### config.mk
export PLATFORM = sky130hd
export DESIGN_NAME = q_frag_ff_arbiter
export DESIGN_NICKNAME = d
export VERILOG_FILES = /design/src/rtl/q_frag_ff_arbiter.sv
export SDC_FILE = /design/constraint.sdc
export NUM_CORES = 1
export LEC_CHECK = 0
export CORE_UTILIZATION = 47
export DETAILED_ROUTE_END_ITERATION = 10
export PLACE_DENSITY = 0.87
export SYNTH_ARGS = -nofsm -noshare
export SYNTH_HDL_FRONTEND = slang
export SYNTH_SLANG_ARGS = --single-unit
### constraint.sdc
create_clock -name QCK -period 2.7 [get_ports QCK]
set_clock_uncertainty 0.2 [all_clocks]
set_input_delay 0.54 -clock QCK [delete_from_list [all_inputs] [get_ports QCK]]
set_output_delay 0.54 -clock QCK [all_outputs]
set_load 0.02 [all_outputs]
### src/rtl/q_frag_ff_arbiter.sv
// Round-robin arbiter sharing one Q_FRAG flip-flop bank between the internal
// CZI path (INT) and the external QDI path (EXT), with bounded burst grants.
module q_frag_ff_arbiter #(
    parameter int WIDTH     = 1,
    parameter int MAX_BURST = 4
) (
    input  logic             QCK,
    input  logic             QRT,
    input  logic             QST,
    input  logic             QEN,
    input  logic             INT_REQ,
    input  logic [WIDTH-1:0] INT_DAT,
    input  logic             INT_LAST,
    output logic             INT_ACK,
    input  logic             EXT_REQ,
    input  logic [WIDTH-1:0] EXT_DAT,
    input  logic             EXT_LAST,
    output logic             EXT_ACK,
    output logic [WIDTH-1:0] QZ,
    output logic             QZ_VLD,
    output logic             MODE_EXT,
    output logic             BUSY
);

    typedef enum logic [1:0] {
        IDLE  = 2'd0,
        G_INT = 2'd1,
        G_EXT = 2'd2
    } state_t;

    localparam logic [3:0] MAX_B = 4'(MAX_BURST);

    state_t           r_state;
    state_t           w_nextState;
    logic [3:0]       r_cnt;
    logic [3:0]       w_nextCnt;
    logic [3:0]       w_cntInc;
    logic             r_lastSrv;
    logic             w_nextLastSrv;
    logic [WIDTH-1:0] r_qz;
    logic             r_qzVld;
    logic             r_modeExt;

    logic             w_curIsExt;
    logic             w_curReq;
    logic             w_curLast;
    logic             w_othReq;
    logic             w_xfer;
    logic             w_burstEnd;
    logic             w_restart;

    // ACK is withheld while set or reset is applied so no beat is lost to them
    assign INT_ACK  = (r_state == G_INT) & INT_REQ & QEN & ~QST & ~QRT;
    assign EXT_ACK  = (r_state == G_EXT) & EXT_REQ & QEN & ~QST & ~QRT;
    assign w_xfer   = INT_ACK | EXT_ACK;

    assign w_curIsExt = (r_state == G_EXT);
    assign w_curReq   = w_curIsExt ? EXT_REQ  : INT_REQ;
    assign w_curLast  = w_curIsExt ? EXT_LAST : INT_LAST;
    assign w_othReq   = w_curIsExt ? INT_REQ  : EXT_REQ;
    assign w_cntInc   = r_cnt + 4'd1;

    assign QZ       = r_qz;
    assign QZ_VLD   = r_qzVld;
    assign MODE_EXT = r_modeExt;
    assign BUSY     = (r_state != IDLE);

    always_comb begin
        w_nextState   = r_state;
        w_nextCnt     = r_cnt;
        w_nextLastSrv = r_lastSrv;
        w_burstEnd    = 1'b0;
        w_restart     = 1'b0;
        case (r_state)
            IDLE: begin
                w_nextCnt = 4'd0;
                // r_lastSrv=1 means EXT was served last, so INT wins a tie
                if (INT_REQ && (!EXT_REQ || r_lastSrv))
                    w_nextState = G_INT;
                else if (EXT_REQ)
                    w_nextState = G_EXT;
            end
            G_INT, G_EXT: begin
                if (w_xfer) begin
                    if (w_curLast || (w_cntInc == MAX_B)) begin
                        w_burstEnd = 1'b1;
                        w_restart  = ~w_curLast & w_curReq;
                    end else begin
                        w_nextCnt = w_cntInc;
                    end
                end else begin
                    w_burstEnd = 1'b1;
                end
                if (w_burstEnd) begin
                    w_nextLastSrv = w_curIsExt;
                    w_nextCnt     = 4'd0;
                    if (w_othReq)
                        w_nextState = w_curIsExt ? G_INT : G_EXT;
                    else if (w_restart)
                        w_nextState = r_state;
                    else
                        w_nextState = IDLE;
                end
            end
            default: begin
                w_nextState = IDLE;
                w_nextCnt   = 4'd0;
            end
        endcase
    end

    always_ff @(posedge QCK) begin
        if (QRT) begin
            r_state   <= IDLE;
            r_cnt     <= 4'd0;
            r_lastSrv <= 1'b1;
            r_qz      <= '0;
            r_qzVld   <= 1'b0;
            r_modeExt <= 1'b0;
        end else if (QST) begin
            r_state   <= IDLE;
            r_cnt     <= 4'd0;
            r_qz      <= '1;
            r_qzVld   <= 1'b0;
        end else if (!QEN) begin
            r_qzVld   <= 1'b0;
        end else begin
            r_state   <= w_nextState;
            r_cnt     <= w_nextCnt;
            r_lastSrv <= w_nextLastSrv;
            r_qzVld   <= w_xfer;
            if (w_xfer) begin
                r_qz      <= EXT_ACK ? EXT_DAT : INT_DAT;
                r_modeExt <= EXT_ACK;
            end
        end
    end

endmodule
==> results.json <==
{
  "fillers": 109,
  "cts_made_buffers": 3,
  "coreArea_mm2": 0.00132,
  "setup_viol": 0,
  "crit_fanout": 3,
  "drv_cap": 0,
  "drv_slew": 0,
  "initial_utilization": 0.515,
  "power_switching_mw": 0.0960,
  "gp_congestion": 0.828,
  "min_period_over_period": 0.983,
  "track_usage": 0.244,
  "synthesis.area_um2": 678,
  "final_layout_size_suffix_gt1_frac": 0.182,
  "syn_inst": 82,
  "die_area_mm2": 0.00160,
  "grt_max_degree": 8,
  "most-common-layout-cells": "clkdlybuf4s50_1, buf_4, dfxtp_1",
  "pwr-share-seq": 0.420,
  "h-tree-depth": 1,
  "ys_warn_count": 0,
  "p_total_mw": 0.364,
  "cts_root_buffer": "clkbuf_4",
  "insertion_delay_ps": 270,
  "final-seq-area_um2": 200,
  "grt_remaining_overflow": 0,
  "worst_pin_slew_ps": 378,
  "grt_pass1_wl_mm": 2.53,
  "fin_nets": 127,
  "dpl.cell_count": 121,
  "dr.pass1.iters": 4,
  "status": "finished clean",
  "die_h_um": 40.0,
  "crit_path_start_kind": "input pin",
  "cts_tree": "built",
  "min_period_ps": 2650,
  "dieWidth_um": 40.0,
  "path_class": "input pin to output pin",
  "rows": 13,
  "antenna_found_initial": 0,
  "p_int_mw": 0.268,
  "drt_iter0_markers": 15,
  "dp_hpwl_mm": 1.39,
  "synthDistinctLibCells": 30,
  "antenna_cells": 0,
  "critPathCaptureType": "output pin",
  "clockPowerShare": 0.390,
  "synth.area.top_cells": "dfxtp_1, ha_1, inv_1",
  "wirelength_mm": 1.76,
  "power.density_mw_per_mm2": 385,
  "critPathArrivalTime_ps": 1910,
  "avgViaCountPerCell": 5.60,
  "clkSinkCount": 10,
  "drc": 0,
  "max_freq_mhz": 377,
  "clk_path_buf_depth": 2,
  "drtAntennaViolNets": 0,
  "instances_no_fill": 125,
  "vias": 700,
  "layout_commonest_cell": "clkdlybuf4s50_1",
  "grt_pass1_vias": 610,
  "hold_viol_final": 0,
  "ir_worst_vdd_uv": 251,
  "io_pins": 16,
  "maxSlewHeadroom": 0.745,
  "rsz0062_at_grt": "no",
  "syn_area_per_cell_um2": 8.27,
  "p_comb_frac": 0.190,
  "syn_nets": 98,
  "synth-seq-cells": 10,
  "post-cts-setup-buffer-count": 0,
  "multi_input_area_um2": 433,
  "wire_per_inst_um": 14.1,
  "switching_share": 0.264,
  "critPathRequiredTime_ps": 1960,
  "p_leak_nw": 0.397,
  "ys_seq_area_frac": 0.295,
  "io_buffers": 15,
  "synth_area_leader_cell": "dfxtp_1",
  "yosysTopAreaCellShare": 0.295,
  "cts.clk_slew.worst_paths_ps": 70,
  "min-delay-path-class": "register to register",
  "syn_to_final_growth_pct": 39.3
}
power by group through the flow:
| stage | Sequential (mW) | Combinational (mW) | Clock, mW |
|---|---|---|---|
| final | 0.153 | 0.0690 | 0.142 |
| after global routing | 0.153 | 0.0737 | 0.145 |
| after CTS | 0.153 | 0.0685 | 0.140 |
| after detailed placement | 0.156 | 0.0680 | 0 |
| after global placement | 0.156 | 0.0655 | 0 |
| after floorplan | 0.158 | 0.0310 | 0 |
sequential cells by signal (all words and copies together) (netlist names):
signal	cells
QZ_VLD	1
r_state	2
r_lastSrv	1
r_cnt	4
QZ	1
MODE_EXT	1
synth_stat cells:
| master | n |
|---|---|
| a31o_2 | 1 |
| inv_1 | 9 |
| o21ai_0 | 5 |
| o2111ai_1 | 1 |
| mux2i_1 | 3 |
| ha_1 | 6 |
| nor2_1 | 7 |
| nor2b_1 | 3 |
| o2111a_2 | 1 |
| o31ai_1 | 2 |
| a211oi_1 | 1 |
| or3b_4 | 1 |
| a21oi_4 | 1 |
| o31a_1 | 1 |
| o211ai_1 | 1 |
| a21oi_1 | 4 |
| dfxtp_1 | 10 |
| a22oi_1 | 2 |
| or2_1 | 1 |
| buf_6 | 1 |
| a311oi_1 | 1 |
| o211a_1 | 1 |
| o21a_1 | 1 |
| nor3_1 | 3 |
| o22ai_1 | 2 |
| or4b_2 | 1 |
| o41ai_1 | 1 |
| nand3_1 | 1 |
| and2_1 | 2 |
| nand2_1 | 8 |
logic make-up (layout without fill, tap and decap cells):
group	count (synthesis)	after routing	share of synthesized area
AO/OA/AOI/OAI	26	26	0.284
adder cells (fa/ha/maj)	6	6	0.111
buffers and inverters	10	38	0.0664
flip-flops	10	10	0.295
multiplexers	3	3	0.0443
AND/OR/NAND/NOR	27	27	0.199
area by class of cell:
type,instances,area share
multi-input cells,62,0.458
repair buffers,25,0.236
flip-flops and latches,10,0.212
clock buffers,4,0.0384
inverters,9,0.0358
well taps,15,0.0199
worst paths after layout:
kind | from | end | slack, ps | cells after the start
max | QEN | EXT_ACK | 50 | 5
min | MODE_EXT$_SDFFE_PP0P_ | MODE_EXT$_SDFFE_PP0P_ | 280 | 2
max reg2reg | r_state[0]$_SDFFE_PP0P_ | r_state[0]$_SDFFE_PP0P_ | 400 | 7
min reg2reg | MODE_EXT$_SDFFE_PP0P_ | MODE_EXT$_SDFFE_PP0P_ | 280 | 2
layer usage:
| metal | up-vias | track usage | wire length, µm |
|---|---|---|---|
| met1 | 322 | 0.268 | 798 |
| li1 | 355 | - | - |
| met5 | - | 0 | 0 |
| met3 | 4 | 0.0500 | 72 |
| met4 | 0 | 0.103 | 23 |
| met2 | 19 | 0.444 | 864 |
worst max-delay path, stage by stage:
cell and delay, ps:
clkdlybuf4s50_1 500, or3b_4 410, or2_1 230, inv_1 90, buf_4 140
per-stage QoR:
| step | cell area, µm² | TNS, ps | hold WS, ps | worst slack [ps] | utilization |
|---|---|---|---|---|---|
| CTS | 941 | 0 | 287 | 31.5 | 0.714 |
| global route | 945 | 0 | 318 | 14.3 | 0.717 |
| floorplan | 678 | 0 | 279 | 479 | - |
| global placement | 911 | -507 | 265 | -319 | 0.691 |
| detailed placement | 911 | -645 | 276 | -399 | 0.691 |
| finish | 945 | 0 | 285 | 47.0 | 0.717 |
repair_timing:
action,CTS,global route
setup endpoints to repair,2,2
hold buffers,0,0
gates resized for setup,5,2
gates cloned,0,0
hold endpoints to repair,0,0
Note: power is estimated with default switching activity, not from simulation.
